--- src/rtl/booth_pkg.sv ---
// Shared types and defaults for the Booth multiplier arbiter: FSM states,
// Booth step op codes and the default operand and product widths.
package booth_pkg;

  localparam int NREQ_DEF = 4;
  localparam int W_DEF    = 4;
  localparam int IDW_DEF  = 2;
  localparam int PW_DEF   = 2 * W_DEF;

  typedef enum logic [1:0] {
    IDLE = 2'd0,
    CALC = 2'd1,
    RESP = 2'd2
  } state_t;

  typedef enum logic [1:0] {
    OP_NOP = 2'd0,
    OP_ADD = 2'd1,
    OP_SUB = 2'd2
  } booth_op_t;

  // {Q[0], q_1}: 10 starts a run of ones (subtract), 01 ends one (add).
  function automatic booth_op_t booth_decode(input logic q0, input logic q_1);
    case ({q0, q_1})
      2'b10:   return OP_SUB;
      2'b01:   return OP_ADD;
      default: return OP_NOP;
    endcase
  endfunction

endpackage

--- src/rtl/booth_mul_arbiter_if.sv ---
// Request/response bundle between client blocks and the shared multiplier.
// The master modport is the client side, the slave modport is the arbiter.
interface booth_mul_arbiter_if
  import booth_pkg::*;
#(
  parameter int NREQ = NREQ_DEF,
  parameter int W    = W_DEF,
  parameter int IDW  = IDW_DEF
);

  logic [NREQ-1:0]   req_valid;
  logic [NREQ-1:0]   req_ready;
  logic [NREQ*W-1:0] req_a;
  logic [NREQ*W-1:0] req_b;
  logic              rsp_valid;
  logic              rsp_ready;
  logic [2*W-1:0]    rsp_p;
  logic [IDW-1:0]    rsp_id;
  logic              busy;

  modport master (
    output req_valid, req_a, req_b, rsp_ready,
    input  req_ready, rsp_valid, rsp_p, rsp_id, busy
  );

  modport slave (
    input  req_valid, req_a, req_b, rsp_ready,
    output req_ready, rsp_valid, rsp_p, rsp_id, busy
  );

endinterface

--- src/rtl/booth_step_dp.sv ---
// One combinational radix-2 Booth step: optional add/sub of A into acc,
// then an arithmetic right shift of {acc, Q, q_1}.
module booth_step_dp
  import booth_pkg::*;
#(
  parameter int W = W_DEF
) (
  input  logic [W:0]   acc,
  input  logic [W-1:0] q,
  input  logic         q_1,
  input  logic [W:0]   a,
  output logic [W:0]   acc_nxt,
  output logic [W-1:0] q_nxt,
  output logic         q_1_nxt
);

  booth_op_t  op;
  logic [W:0] sum;

  always_comb begin
    op = booth_decode(q[0], q_1);
    case (op)
      OP_ADD:  sum = acc + a;
      OP_SUB:  sum = acc - a;
      default: sum = acc;
    endcase
    acc_nxt = {sum[W], sum[W:1]};
    q_nxt   = {sum[0], q[W-1:1]};
    q_1_nxt = q[0];
  end

endmodule

--- src/rtl/booth_mul_arbiter.sv ---
// Round-robin arbiter in front of one sequential Booth multiplier; returns
// each signed product tagged with the index of the requester that owns it.
module booth_mul_arbiter
  import booth_pkg::*;
#(
  parameter int NREQ = NREQ_DEF,
  parameter int W    = W_DEF,
  parameter int IDW  = IDW_DEF
) (
  input logic clk,
  input logic rst,
  booth_mul_arbiter_if.slave bus
);

  localparam int CW = $clog2(W + 1);

  state_t         state, state_nxt;
  logic [IDW-1:0] ptr, win, id;
  logic           found, accept, last_step;
  logic [NREQ-1:0] req_ready;
  logic           busy;

  logic [W:0]     a_reg, acc, acc_nxt;
  logic [W-1:0]   q_reg, q_nxt, a_sel, b_sel;
  logic           q_1, q_1_nxt;
  logic [CW-1:0]  count;

  logic           rsp_valid;
  logic [2*W-1:0] rsp_p;
  logic [IDW-1:0] rsp_id;

  // First asserted request at or after ptr; the index wraps by width.
  always_comb begin
    win   = ptr;
    found = 1'b0;
    for (int k = 0; k < NREQ; k++) begin
      if (!found && bus.req_valid[ptr + IDW'(k)]) begin
        found = 1'b1;
        win   = ptr + IDW'(k);
      end
    end
  end

  assign a_sel     = bus.req_a[win*W +: W];
  assign b_sel     = bus.req_b[win*W +: W];
  assign accept    = (state == IDLE) && found;
  assign last_step = (state == CALC) && (count == CW'(1));

  booth_step_dp #(.W(W)) u_step (
    .acc     (acc),
    .q       (q_reg),
    .q_1     (q_1),
    .a       (a_reg),
    .acc_nxt (acc_nxt),
    .q_nxt   (q_nxt),
    .q_1_nxt (q_1_nxt)
  );

  always_ff @(posedge clk or posedge rst) begin
    if (rst) state <= IDLE;
    else     state <= state_nxt;
  end

  always_comb begin
    state_nxt = state;
    case (state)
      IDLE:    if (accept) state_nxt = CALC;
      CALC:    if (last_step) state_nxt = RESP;
      RESP:    if (bus.rsp_ready) state_nxt = IDLE;
      default: state_nxt = IDLE;
    endcase
  end

  // Grant is gated by rst so nothing looks accepted while reset is held.
  always_comb begin
    req_ready = '0;
    if (accept && !rst) req_ready[win] = 1'b1;
    busy = (state != IDLE);
  end

  always_ff @(posedge clk or posedge rst) begin
    if (rst) begin
      ptr       <= '0;
      id        <= '0;
      a_reg     <= '0;
      q_reg     <= '0;
      q_1       <= 1'b0;
      acc       <= '0;
      count     <= '0;
      rsp_valid <= 1'b0;
      rsp_p     <= '0;
      rsp_id    <= '0;
    end else begin
      case (state)
        IDLE: if (accept) begin
          a_reg <= {a_sel[W-1], a_sel};
          q_reg <= b_sel;
          q_1   <= 1'b0;
          acc   <= '0;
          count <= CW'(W);
          id    <= win;
          ptr   <= win + IDW'(1);
        end
        CALC: begin
          acc   <= acc_nxt;
          q_reg <= q_nxt;
          q_1   <= q_1_nxt;
          count <= count - CW'(1);
          if (last_step) begin
            rsp_p     <= {acc_nxt[W-1:0], q_nxt};
            rsp_id    <= id;
            rsp_valid <= 1'b1;
          end
        end
        RESP: if (bus.rsp_ready) rsp_valid <= 1'b0;
        default: ;
      endcase
    end
  end

  assign bus.req_ready = req_ready;
  assign bus.busy      = busy;
  assign bus.rsp_valid = rsp_valid;
  assign bus.rsp_p     = rsp_p;
  assign bus.rsp_id    = rsp_id;

endmodule

--- src/flat_wrapper.sv ---
// flat-port wrapper written by rule: the top's interface ports become plain ports
module booth_mul_arbiter_flat import booth_pkg::*;
#(
  parameter int NREQ = NREQ_DEF,
  parameter int W    = W_DEF,
  parameter int IDW  = IDW_DEF
)
  (clk, rst, bus_req_valid, bus_req_a, bus_req_b, bus_rsp_ready, bus_req_ready, bus_rsp_valid, bus_rsp_p, bus_rsp_id, bus_busy);
  booth_mul_arbiter_if #(.NREQ(NREQ), .W(W), .IDW(IDW)) bus_i ();
  input logic clk;
  input logic rst;
  input wire logic [$bits(bus_i.req_valid)-1:0] bus_req_valid;
  input wire logic [$bits(bus_i.req_a)-1:0] bus_req_a;
  input wire logic [$bits(bus_i.req_b)-1:0] bus_req_b;
  input wire logic [$bits(bus_i.rsp_ready)-1:0] bus_rsp_ready;
  output wire logic [$bits(bus_i.req_ready)-1:0] bus_req_ready;
  output wire logic [$bits(bus_i.rsp_valid)-1:0] bus_rsp_valid;
  output wire logic [$bits(bus_i.rsp_p)-1:0] bus_rsp_p;
  output wire logic [$bits(bus_i.rsp_id)-1:0] bus_rsp_id;
  output wire logic [$bits(bus_i.busy)-1:0] bus_busy;
  assign bus_i.req_valid = bus_req_valid;
  assign bus_i.req_a = bus_req_a;
  assign bus_i.req_b = bus_req_b;
  assign bus_i.rsp_ready = bus_rsp_ready;
  assign bus_req_ready = bus_i.req_ready;
  assign bus_rsp_valid = bus_i.rsp_valid;
  assign bus_rsp_p = bus_i.rsp_p;
  assign bus_rsp_id = bus_i.rsp_id;
  assign bus_busy = bus_i.busy;
  booth_mul_arbiter #(.NREQ(NREQ), .W(W), .IDW(IDW)) u_core (.clk(clk), .rst(rst), .bus(bus_i));
endmodule
--- config.mk ---
export PLATFORM = sky130hd
export DESIGN_NAME = booth_mul_arbiter_flat
export DESIGN_NICKNAME = d
export VERILOG_FILES = /design/src/rtl/booth_pkg.sv /design/src/rtl/booth_mul_arbiter_if.sv /design/src/rtl/booth_step_dp.sv /design/src/rtl/booth_mul_arbiter.sv /design/src/flat_wrapper.sv
export SDC_FILE = /design/constraint.sdc
export NUM_CORES = 1
export LEC_CHECK = 0
export ABC_CLOCK_PERIOD_IN_PS = 6700
export CORE_UTILIZATION = 50
export DETAILED_ROUTE_END_ITERATION = 16
export GPL_TIMING_DRIVEN = 1
export PLACE_DENSITY = 0.81
export RECOVER_POWER = 100
export SYNTH_ARGS = -nofsm -noshare
export SYNTH_HDL_FRONTEND = slang
export SYNTH_HIERARCHICAL = 1
export SYNTH_SLANG_ARGS = --single-unit
export TNS_END_PERCENT = 100
--- constraint.sdc ---
create_clock -name clk -period 6.7 [get_ports clk]
set_clock_uncertainty 0.1 [all_clocks]
set_input_delay 1.005 -clock clk [delete_from_list [all_inputs] [get_ports clk]]
set_output_delay 1.005 -clock clk [all_outputs]
set_load 0.1 [all_outputs]
# Word level (Yosys, flattened, before mapping)
# Cells that the tools add are included.
# Widths: inputs -> output; s select.
# classes
eq_ne	10
n_lt_le_gt_ge	6
n_reduce_logical	20
mux	35
add_sub_neg	7
shift	2
# ops
cell	count
$shiftx 16x5->4	2
$pmux 5 s2	2
$lt 2x3->1 const B	5
$mux 1	12
$mux 2	6
$bmux 1 s2	4
$mux 4	2
$pmux 4 s2	1
$logic_and 1x1->1	7
$eq 2x1->1 const B	3
$eq 2x2->1 const B	3
$pmux 2 s3	1
$pmux 3 s2	1
$reduce_and 2->1	3
$reduce_and 3->1	2
$reduce_bool 2->1	3
$add 5x5->5	1
$mux 5	1
$sub 5x5->5	1
$add 2x1->2 const B	2
$add 2x2->2 const B	2
$logic_not 1->1	4
$ne 2x1->1 const B	2
$pmux 1 s2	2
other kinds (8)	8
# totals
regBits	34
out_inout_bits	16

# Depth between registers and ports, before layout
# logic_depth
word_depth	17
depth_mapped	13
depth_no_buf	12

# Hierarchy
# Netlist, hierarchy kept.
# by_module_without_submodules
module	area_each_um2	cells_per_inst	n_inst
booth_mul_arbiter	1820.5	164	1
booth_step_dp	350.3	48	1

# Worst setup path after synthesis
# Ideal clock, no wire load.
# synth_path
kind	in2out
from	input rst
to	output bus_req_ready[0]
path_stages	2
arrival_time_ns	2.686
path_slack_ns	2.909
path_cell_list	inv_1 -> and3_1
# synth_between
elab_chain_cells	3
# synth_lines
item	line	source
from (decl)	flat_wrapper.sv:11	input logic rst;
$logic_not 1->1 (no line)	-	
$logic_and 1x1->1	booth_mul_arbiter.sv:77	if (accept && !rst) req_ready[win] = 1'b1;
$mux 4	booth_mul_arbiter.sv:77	
to (decl)	flat_wrapper.sv:16	output wire logic [$bits(bus_i.req_ready)-1:0] bus_req_ready;
# Every way passes these cells.

# Worst setup path in the final report
# Same ends and word-level chain as after synthesis.

==> impl_results.md <==
* Result of the run: finished, violations left
* Violations in the final reports: max-capacitance violations, max-slew violations
* Part of the Yosys area used for sequential elements at 39.2%
* Core Footprint at 4090 um2
* Cell types occupying the most area after synthesis: dfrtp_1 (39%), mux4_2 (8.3%), ha_1 (6.9%)
* Longest Clk Path Bufs at 2
* Largest register FFs at 8
* Number of placed I/O pins at 55
* Registers with the highest flip-flop counts: u_core/bus.rsp_p (8), u_core/acc (5)
* Number of warnings issued by yosys at 6
* Clock latency on the worst-skew pair at 0.29 ns
* Sinks on Clock Net at 34
* Top Family by Delay on Critical Path: buffers and inverters
* Number of fill cells at 323
* List of cells traversed by the critical path: dlygate4sd3_1 -> inv_1 -> clkbuf_1 -> and3_1 -> dlygate4sd3_1
* Minimum clock period after layout at 5.65 ns
* RD Place Congestion at 0.747
* Area grow syn2layout at 27.9%
* Initial antenna violation count at 0
* Compound-gate portion of the synthesized area at 12.6%
* Largest family of logic cells by synthesized area: simple AND/OR/NAND/NOR gates
* Seq cells post-synth at 34
* Commonest non-fill, non-tap cell in the layout: clkdlybuf4s50_1
* Netlist Area Pre-Place at 2170 um2
* NumNets Final at 313
* Number of buffers added by the clock tree synthesis step at 5
* GR peak layer: met2
* Crit path buffers/inverters at 4
* Row Count at 23
* Proportion of netlist area held by the largest area contributor at 39.2%
* Slowest cell delay on critical path at 1.39 ns
* Most frequent cells in the layout: clkdlybuf4s50_1 (36), nand2_1 (35), dfrtp_1 (34)
* Cell accounting for the most synthesized area: dfrtp_1
* Mux cell area share after synthesis at 14.7%
* Root buffer selected by CTS: clkbuf_8
* Number of distinct library cells after synthesis at 38
* Relative slew slack at -29.9%
* Pin count of the biggest net entering global routing at 39
* Number of DRC violations after detailed-routing iteration 0 at 117
* Reg clk slew, reported paths at 0.07 ns
* Max Slew Vio Count at 39
* Count of flip-flops with a built-in enable after synthesis at 0
* Die X at 67.9 um
* Period Utilization, post-route at 84.4%
* Count of buffers added by post-CTS timing repair for setup at 0
* Worst Tran Pin Value at 1.95 ns
* Largest driver fanout on the critical path at 38
* Area of the die at 4610 um2
* Slowest library cell on the worst path: clkbuf_1
* GRT Overall Usage at 23.7%
* Post-Synth Adder-Cell Area at 7.84%
* Routed WL per cell at 14.7 um
* Number of violations of the max-capacitance limit at 1
* Number of hold violations in the final report at 0
* Prevailing post-synth register cell: dfrtp_1
* # hold bufs at CTS at 0
* Final setup fails at 0
* Global-route wire length before repair at 7.96 mm
* Routing usage on met3 at 6.50%
* CTS tree: done
* Count of H-tree levels built during CTS at 2
* # diodes at 0
* Area fraction in and, or, nand and nor cells after synthesis at 14.7%
* Total half-perimeter wirelength after legalization and detailed placement at 3.40 mm
* Congestion Overflow GR at 0
* Final setup TNS at 0 ns
* Count of nets left with antenna violations after detail routing at 0
* Starting Density at 53.1%
* Unrepaired setup endpoints after global routing: false
* Ratio of cells with drive above 1 in the final layout at 13.7%
* Path type of the worst min-delay path: flip-flop to flip-flop
* Final wirelength at 4.60 mm
* Number of gates given a new drive strength after cts at 0
* Met2 track utilization from global routing at 39.0%
* Port Buffer Count at 54
* Required time worst endpoint at 5.59 ns
* Setup crit end kind: output port
* Drt first pass iters at 4
* Total number of vias at 1692
* Gate count of the mapped netlist at 212
* Top register by number of flip-flops: u_core/bus.rsp_p
* Post-Syn Area per Cell at 10.2 um2
* Most common cell on crit path: dlygate4sd3_1
* Number of remaining DRC errors at 0
* Worst Setup Start Kind: input port
* Arrival time at the worst endpoint at 4.55 ns
* Type of the worst setup path: input port to output port
* Maximum frequency from static timing analysis at 0.177 GHz
* Chip Height at 67.9 um
* Via count of the first global-routing pass at 1752
* Net count after synthesis at 264
* XOR/XNOR share of the synthesized area at 2.77%
* Fraction of registers with async set or reset after synthesis at 100%
* M1 GR Usage at 29.6%
* Mean number of vias per cell at 5.42
## layer usage
layer | vias to the layer above | part of all wire (%)
met5 | - | 0
met4 | 0 | 1.5
met3 | 6 | 4.4
met2 | 47 | 51
met1 | 827 | 43
li1 | 812 | -
## worst reg2reg max path, delay by kind of cell (launching register included)
family | cells | cell delay [ns]
multiplexers | 3 | 0.99
adder cells (fa/ha/maj) | 2 | 0.70
flip-flops | 1 | 0.38
AND/OR/NAND/NOR | 2 | 0.30
XOR/XNOR | 1 | 0.17
AO/OA/AOI/OAI | 1 | 0.12
buffers and inverters | 1 | 0.06
## cell usage after synthesis (5+ instances only)
| cell | n |
|---|---|
| mux4_2 | 8 |
| nand2_1 | 35 |
| buf_4 | 5 |
| nor2b_1 | 5 |
| dfrtp_1 | 34 |
| a21oi_1 | 8 |
| ha_1 | 12 |
| o21ai_0 | 13 |
| inv_1 | 14 |
| o21ai_1 | 5 |
| mux2_2 | 11 |
| nor2_1 | 14 |
| a21oi_2 | 7 |
## logic make-up after synthesis
group	after synthesis
flip-flops	34
adder cells (fa/ha/maj)	13
multiplexers	20
XOR/XNOR	6
AO/OA/AOI/OAI	41
AND/OR/NAND/NOR	70
buffers and inverters	28
## stage by stage
step | std cells | hold slack, ns | instance area, um2 | setup slack, ns | util [%]
global placement | 304 | 0.362 | 2660 | 1.57 | 65.2
finish | 312 | 0.377 | 2780 | 1.05 | 67.9
global route | 312 | 0.407 | 2780 | 0.679 | 67.9
CTS | 312 | 0.386 | 2800 | 1.50 | 68.5
detailed placement | 304 | 0.369 | 2660 | 1.50 | 65.2
floorplan | 212 | 0.344 | 2170 | 2.91 | -
## worst paths after layout
check / from / endpoint / slack, ns / cells after the start
setup reg to reg: u_core/q_1 / u_core/bus.rsp_p[7] / 3.79 / 10
min in group asynchronous: rst / u_core/count[2] / 1.75 / 3
setup / recovery: rst / bus_req_ready[0] / 1.05 / 5
hold / removal: u_core/bus.rsp_valid / u_core/bus.rsp_valid / 0.38 / 1
max in group asynchronous: rst / u_core/ptr[1] / 3.62 / 3
hold reg to reg: u_core/bus.rsp_valid / u_core/bus.rsp_valid / 0.38 / 1
## layout make-up
cell class / instances / area, um2 / share of cell area [%]
Clock buffer: 5 / 68.8 / 2.48
Multi-Input combinational cell: 150 / 1120 / 40.5
Clock inverter: 3 / 68.8 / 2.48
Tap cell: 50 / 62.6 / 2.25
Sequential cell: 34 / 851 / 30.6
Timing Repair Buffer: 56 / 548 / 19.7
Inverter: 14 / 52.6 / 1.89
Power is left out: the tool's default activity adds up to more than one toggle a clock period on the data nets, which glitch-free logic cannot reach.
